--- config.mk ---
export PLATFORM = sky130hd
export DESIGN_NAME = grid_loader_flat
export DESIGN_NICKNAME = d
export VERILOG_FILES = /design/src/rtl/grid_pkg.sv /design/src/rtl/grid_loader_if.sv /design/src/rtl/grid_loader.sv /design/src/flat_wrapper.sv
export SDC_FILE = /design/constraint.sdc
export NUM_CORES = 1
export LEC_CHECK = 0
export ABC_AREA = 1
export BUFFER_PORTS_ARGS = -buffer_cell sky130_fd_sc_hd__clkbuf_2
export CAP_MARGIN = 15
export CORE_ASPECT_RATIO = 0.7
export CORE_UTILIZATION = 40
export CTS_CLUSTER_DIAMETER = 120
export DETAILED_ROUTE_END_ITERATION = 16
export PLACE_DENSITY = 0.68
export SYNTH_ARGS = -nofsm -noshare
export SYNTH_HDL_FRONTEND = slang
export SYNTH_SLANG_ARGS = --single-unit
--- constraint.sdc ---
create_clock -name clk -period 2.8 [get_ports clk]
set_input_delay 0.42 -clock clk [delete_from_list [all_inputs] [get_ports clk]]
set_output_delay 0.42 -clock clk [all_outputs]
set_load 0.005 [all_outputs]
--- src/rtl/grid_pkg.sv ---
// Shared constants and types for the paper-roll grid loader.
package grid_pkg;

  localparam logic [7:0] CH_ROLL  = 8'h40;  // '@'
  localparam logic [7:0] CH_EMPTY = 8'h2E;  // '.'
  localparam logic [7:0] CH_LF    = 8'h0A;
  localparam logic [7:0] CH_CR    = 8'h0D;

  typedef enum logic [1:0] {
    LOAD = 2'd0,
    HOLD = 2'd1,
    ERR  = 2'd2
  } loader_state_t;

  typedef enum logic [1:0] {
    ERR_NONE  = 2'd0,
    ERR_BYTE  = 2'd1,
    ERR_LONG  = 2'd2,
    ERR_SHORT = 2'd3
  } loader_err_t;

endpackage

--- src/rtl/grid_loader_if.sv ---
// Byte-stream input and grid handoff signals of the grid loader.
// master: byte producer / grid consumer side; slave: the loader itself.
interface grid_loader_if #(
  parameter int unsigned WIDTH = 16,
  parameter int unsigned DEPTH = 16
);

  localparam int unsigned CntW = $clog2(WIDTH * DEPTH + 1);

  logic                     in_valid;
  logic [7:0]               in_data;
  logic                     in_ready;
  logic [WIDTH*DEPTH-1:0]   grid;
  logic                     grid_valid;
  logic                     grid_ready;
  logic [CntW-1:0]          roll_count;
  logic                     err;
  logic [1:0]               err_code;

  modport master (
    output in_valid, in_data, grid_ready,
    input  in_ready, grid, grid_valid, roll_count, err, err_code
  );

  modport slave (
    input  in_valid, in_data, grid_ready,
    output in_ready, grid, grid_valid, roll_count, err, err_code
  );

endinterface

--- src/rtl/grid_loader.sv ---
// Parses an ASCII '@'/'.'/LF stream into a WIDTH x DEPTH bit grid and hands it
// off with valid/ready. Malformed input parks the loader in a sticky error state.
// Optional feature: define GRID_LOADER_POPCOUNT_EN to build the roll counter;
// otherwise roll_count is tied to 0.
module grid_loader
  import grid_pkg::*;
#(
  parameter int unsigned WIDTH = 16,
  parameter int unsigned DEPTH = 16
) (
  input  logic        clk,
  input  logic        rst,
  grid_loader_if.slave bus
);

  localparam int unsigned RowW = $clog2(DEPTH + 1);
  localparam int unsigned ColW = $clog2(WIDTH + 1);
  localparam int unsigned CntW = $clog2(WIDTH * DEPTH + 1);

  loader_state_t          state_q, state_d;
  loader_err_t            err_code_q, err_code_d;
  logic [WIDTH*DEPTH-1:0] grid_q, grid_d;
  logic [RowW-1:0]        row_q, row_d;
  logic [ColW-1:0]        col_q, col_d;
`ifdef GRID_LOADER_POPCOUNT_EN
  logic [CntW-1:0]        cnt_q, cnt_d;
`endif

  logic accept;
  logic col_full;

  // In ERR bytes are still accepted so the upstream never stalls; they are dropped.
  assign accept   = bus.in_valid && (state_q != HOLD);
  assign col_full = (col_q == ColW'(WIDTH));

  // Next-state: byte decode, indexed bit write, handoff clear.
  always_comb begin
    state_d    = state_q;
    err_code_d = err_code_q;
    grid_d     = grid_q;
    row_d      = row_q;
    col_d      = col_q;
`ifdef GRID_LOADER_POPCOUNT_EN
    cnt_d      = cnt_q;
`endif
    unique case (state_q)
      LOAD: begin
        if (accept) begin
          if (bus.in_data == CH_ROLL || bus.in_data == CH_EMPTY) begin
            if (col_full) begin
              state_d    = ERR;
              err_code_d = ERR_LONG;
            end else begin
              for (int r = 0; r < int'(DEPTH); r++) begin
                for (int c = 0; c < int'(WIDTH); c++) begin
                  if (row_q == RowW'(r) && col_q == ColW'(c)) begin
                    grid_d[r*int'(WIDTH)+c] = (bus.in_data == CH_ROLL);
                  end
                end
              end
              col_d = col_q + ColW'(1);
`ifdef GRID_LOADER_POPCOUNT_EN
              if (bus.in_data == CH_ROLL) cnt_d = cnt_q + CntW'(1);
`endif
            end
          end else if (bus.in_data == CH_LF) begin
            if (col_full) begin
              col_d = '0;
              row_d = row_q + RowW'(1);
              if (row_q == RowW'(DEPTH - 1)) state_d = HOLD;
            end else begin
              state_d    = ERR;
              err_code_d = ERR_SHORT;
            end
          end else if (bus.in_data != CH_CR) begin
            state_d    = ERR;
            err_code_d = ERR_BYTE;
          end
        end
      end
      HOLD: begin
        if (bus.grid_ready) begin
          state_d = LOAD;
          grid_d  = '0;
          row_d   = '0;
          col_d   = '0;
`ifdef GRID_LOADER_POPCOUNT_EN
          cnt_d   = '0;
`endif
        end
      end
      default: ;  // ERR: only rst leaves
    endcase
  end

  // State registers with synchronous reset.
  always_ff @(posedge clk) begin
    if (rst) begin
      state_q    <= LOAD;
      err_code_q <= ERR_NONE;
      grid_q     <= '0;
      row_q      <= '0;
      col_q      <= '0;
`ifdef GRID_LOADER_POPCOUNT_EN
      cnt_q      <= '0;
`endif
    end else begin
      state_q    <= state_d;
      err_code_q <= err_code_d;
      grid_q     <= grid_d;
      row_q      <= row_d;
      col_q      <= col_d;
`ifdef GRID_LOADER_POPCOUNT_EN
      cnt_q      <= cnt_d;
`endif
    end
  end

  assign bus.in_ready   = (state_q != HOLD);
  assign bus.grid_valid = (state_q == HOLD);
  assign bus.grid       = grid_q;
  assign bus.err        = (state_q == ERR);
  assign bus.err_code   = err_code_q;
`ifdef GRID_LOADER_POPCOUNT_EN
  assign bus.roll_count = cnt_q;
`else
  assign bus.roll_count = '0;
`endif

endmodule

--- src/flat_wrapper.sv ---
// flat-port wrapper written by rule: the top's interface ports become plain ports
module grid_loader_flat import grid_pkg::*;
#(
  parameter int unsigned WIDTH = 16,
  parameter int unsigned DEPTH = 16
)
  (clk, rst, bus_in_valid, bus_in_data, bus_grid_ready, bus_in_ready, bus_grid, bus_grid_valid, bus_roll_count, bus_err, bus_err_code);
  grid_loader_if #(.WIDTH(WIDTH), .DEPTH(DEPTH)) bus_i ();
  input  logic clk;
  input  logic rst;
  input wire logic [$bits(bus_i.in_valid)-1:0] bus_in_valid;
  input wire logic [$bits(bus_i.in_data)-1:0] bus_in_data;
  input wire logic [$bits(bus_i.grid_ready)-1:0] bus_grid_ready;
  output wire logic [$bits(bus_i.in_ready)-1:0] bus_in_ready;
  output wire logic [$bits(bus_i.grid)-1:0] bus_grid;
  output wire logic [$bits(bus_i.grid_valid)-1:0] bus_grid_valid;
  output wire logic [$bits(bus_i.roll_count)-1:0] bus_roll_count;
  output wire logic [$bits(bus_i.err)-1:0] bus_err;
  output wire logic [$bits(bus_i.err_code)-1:0] bus_err_code;
  assign bus_i.in_valid = bus_in_valid;
  assign bus_i.in_data = bus_in_data;
  assign bus_i.grid_ready = bus_grid_ready;
  assign bus_in_ready = bus_i.in_ready;
  assign bus_grid = bus_i.grid;
  assign bus_grid_valid = bus_i.grid_valid;
  assign bus_roll_count = bus_i.roll_count;
  assign bus_err = bus_i.err;
  assign bus_err_code = bus_i.err_code;
  grid_loader #(.WIDTH(WIDTH), .DEPTH(DEPTH)) u_core (.clk(clk), .rst(rst), .bus(bus_i));
endmodule
==> metrics.md <==
| Metric | Value |
|---|---|
| Run status | finished, final reports clean |
| Filler Cells Inserted | 3082 |
| CTS tree | done |
| Number of cells in the design after placement | roughly 2500 |
| Wire length per cell after detailed routing | 18.0 um |
| Floorplan die width | 218 um |
| Overall global routing resource usage | 0.265 |
| Cell type of the slowest stage on the worst timing path | sky130_fd_sc_hd__buf_4 |
| Total of endpoints with negative setup slack in the final report | 0 |
| Chain of cells forming the critical path | nor2_4 -> buf_4 -> o21ai_0 -> nand2_1 -> nand2_1 -> a21oi_1 |
| Initial core utilization | 0.413 |
| CP max FO | around 130 |
| Number of warning messages in the yosys log | 0 |
| Most used cell along the critical path | sky130_fd_sc_hd__nand2_1 |
| Critical path's top delay family | buffers and inverters |
| Setup slack of the worst register-to-register path | 0.36 ns |
| Last weighted congestion value of the routability-driven placer | 0.878 |
| Total routed wirelength | 46.2 mm |
| Share of power burned in the clock network | 0.405 |
| Wire length of the first global-routing pass | 70.0 mm |
| Max Clock Skew | 0.00846 ns |
| Count of standard-cell rows | 54 |
| Ranking of synthesized cells by instance count | 575 x sky130_fd_sc_hd__nand2_1, 270 x sky130_fd_sc_hd__dfxtp_1, 266 x sky130_fd_sc_hd__a21oi_1 |
| Sw power | about 0.0031 W |
| Reported max-cap violation count | 0 |
| Proportion of synthesized flip-flops having asynchronous set or reset | 0 |
| Total vias in the final route | roughly 14000 |
| Post-route total power | 0.00954 W |
| Via count of the first global-routing pass | 12059 |
| Total Die Area | 33300 um2 |
| Combined buffer and inverter count along the critical path | 1 |
| Number of synthesized register bits | 270 |
| Highest ir drop seen on vdd | 0.316 mV |
| Placed wire-length estimate after detailed placement | 29.0 mm |
| Worst endpoint required time | 3.26 ns |
| Register clock-pin slew on the reported worst setup and hold paths | roughly 0.070 ns |
| Number of buffers added by the clock tree synthesis step | 28 |
| Io pins | 282 |
| Area share of the largest cell type after synthesis | 0.415 |
| Min cycle time layout | 2.44 ns |
| Final slew viol count | 0 |
| Max transition margin | 0.218 |
| Lkg Pwr | 5.60 nW |
| DP Worst Slack | 0.469 ns |
| Deepest clock path buffer count | 3 |
| Setup repair after global routing missed its margin | false |
| First DRT Iteration DRCs | about 1900 |
| Design internal power | 0.00649 W |
| Ratio of routed vias to standard cells | 5.53 |
| Layout Nets | 2140 |
| Core region area | about 32000 um2 |
| Count of antenna diodes in the layout | 0 |
| Source-to-sink clock delay at the later pin of the worst-skew pair | 0.55 ns |
| Maximum cell stage delay along the critical path | 0.86 ns |
| Gr ovfl total | 0 |
| Power density over cell area | 616 nW/um2 |
| Buffer cell driving the clock tree root | sky130_fd_sc_hd__clkbuf_16 |
| Count of flip-flops with a built-in enable after synthesis | 0 |
| Leading cell type by number of instances after synthesis | sky130_fd_sc_hd__nand2_1 |
| First-pass detailed-route iteration total | 6 |
| CTS HTree Levels | 1 |
| Syn Area/Cell | ~6.7 um2 |
| Fraction of power consumed by sequential logic | 0.408 |
| Period utilisation layout | 0.871 |
| Fraction of final layout cells sized beyond drive strength 1 | 0.179 |
| Buffers added on ports | about 270 |
| Number of hold buffers added after cts | 0 |
| Logic pwr share | 0.187 |
| Least setup slack across all paths after layout | around 0.36 ns |
| Number of antenna violations at the first check in global routing | 5 |
| Area Overhead vs Synth | 19.0% |
| Final Instance Count excl. Fillers | approximately 2600 |
| TNS Setup | 0 ns |
| Final design instance area without fill | 15500 um2 |
| Switching Fraction | 0.320 |
| Cell variety after synth | 27 |
| Fmax achieved | 0.410 GHz |
| Critical Path Source Type | flip-flop |
| Type of the worst setup path | reg2reg |
| Hold crit path type | in2reg |
| Die span in y | 153 um |
| Crit path arrival time | 2.90 ns |
| Count of nets left with antenna violations after detail routing | 0 |
| Setup repair bufs after CTS | 0 |
| Number of hold violations in the final report | 0 |
| Cells resized by post-CTS repair | 0 |
| Sequential fraction of the synthesis area | 0.415 |
| Post-synth top area cell | sky130_fd_sc_hd__dfxtp_1 |
| Synth Flop Type | sky130_fd_sc_hd__dfxtp_1 |
| Cells after Synth | 1944 |
| Total DRC errors in the routed layout | 0 |
| Top post-synthesis cells by area | sky130_fd_sc_hd__dfxtp_1 42%, sky130_fd_sc_hd__nand2_1 17%, sky130_fd_sc_hd__a21oi_1 10% |
| Post-Place Cell Area | 14600 um2 |
| Largest net degree at the start of global routing | 200 |
| Post-Synthesis Cell Area | approximately 13000 um2 |
| Number of sinks handled by clock tree synthesis | 270 |
| Slew at the pin closest to its max-slew limit | 1.17 ns |
| Sort of element at the end of the critical path | flip-flop |
-- metal layers --
metal	up-vias	part of all wire	track usage
li1	6844	-	-
met1	6605	0.46	0.387
met2	621	0.44	0.399
met3	77	0.074	0.0442
met4	0	0.025	0.0728
met5	-	0	0
-- state kept, by name (all words and copies together) (netlist names) --
name,count
u_core.row_q,5
u_core.state_q,2
u_core.bus.err_code,2
u_core.bus.grid,256
u_core.col_q,5
-- through the flow --
| stage | hold WS [ns] | util |
|---|---|---|
| 3_5_place_dp | 0.450 | 0.461 |
| 6_report | 0.307 | 0.491 |
| 4_1_cts | 0.271 | 0.491 |
| 5_1_grt | 0.320 | 0.491 |
| 3_3_place_gp | 0.446 | 0.461 |
| 2_1_floorplan | 0.455 | - |
-- cell families after synthesis --
| group | after synthesis | synth area share |
|---|---|---|
| compound gates | 532 | 0.205 |
| xor+xnor | 1 | 0.000673 |
| fa+ha+maj | 10 | 0.00961 |
| buf+inv | 227 | 0.0799 |
| flops | 270 | 0.415 |
| other cells | 1 | 0.000288 |
| simple gates | 903 | 0.289 |
-- worst paths after layout --
check                                     startpoint              endpoint  depth (start not counted)
worst max-delay path               u_core.state_q[0]  u_core.bus.grid[125]                          6
worst min-delay path                    bus_in_valid     u_core.state_q[1]                          5
worst max register to register     u_core.state_q[0]  u_core.bus.grid[125]                          6
worst min register to register  u_core.bus.grid[184]  u_core.bus.grid[184]                          2
-- worst register-to-register path, stage by stage, from the launching register on --
cell and delay (ns):
sky130_fd_sc_hd__dfxtp_1 0.37, sky130_fd_sc_hd__nor2_4 0.22, sky130_fd_sc_hd__buf_4 0.86, sky130_fd_sc_hd__o21ai_0 0.54, sky130_fd_sc_hd__nand2_1 0.17, sky130_fd_sc_hd__nand2_1 0.06
sky130_fd_sc_hd__a21oi_1 0.13
-- layout by cell type (no fill, tap or decap), drive strengths merged --
cell type | netlist | layout
buf | 93 | 47
conb | 1 | 9
clkbuf | 89 | 308
nand2 | 579 | 579
nor4 | 1 | 1
dfxtp | 270 | 270
nor2 | 53 | 53
nand4 | 3 | 3
inv | 44 | 43
clkinv | 1 | 12
ha | 10 | 10
xor2 | 1 | 1
nand3 | 264 | 264
nor3 | 3 | 3
bufinv | 0 | 2
o21bai | 1 | 1
clkinvlp | 0 | 2
a21oi | 266 | 266
o21ai | 265 | 265
-- layout make-up --
cell class	instances	area [um2]	share of cell area
multi-input cells	1455	6610	0.427
clock inverters	14	133	0.00856
well taps	420	526	0.0339
clock buffers	37	806	0.0520
repair buffers	318	1830	0.118
inverters	45	181	0.0117
flip-flops and latches	270	5410	0.349
-- power groups by stage --
stage / Combinational, W / Clock (W) / Sequential, W
finish: 0.00179 / 0.00386 / 0.00389
global route: 0.00201 / 0.00410 / 0.00389
CTS: 0.00176 / 0.00394 / 0.00389
detailed placement: 0.00175 / 0 / 0.00398
global placement: 0.00170 / 0 / 0.00398
floorplan: 0.00137 / 0 / 0.00397
Note: power is estimated with default switching activity, not from simulation.
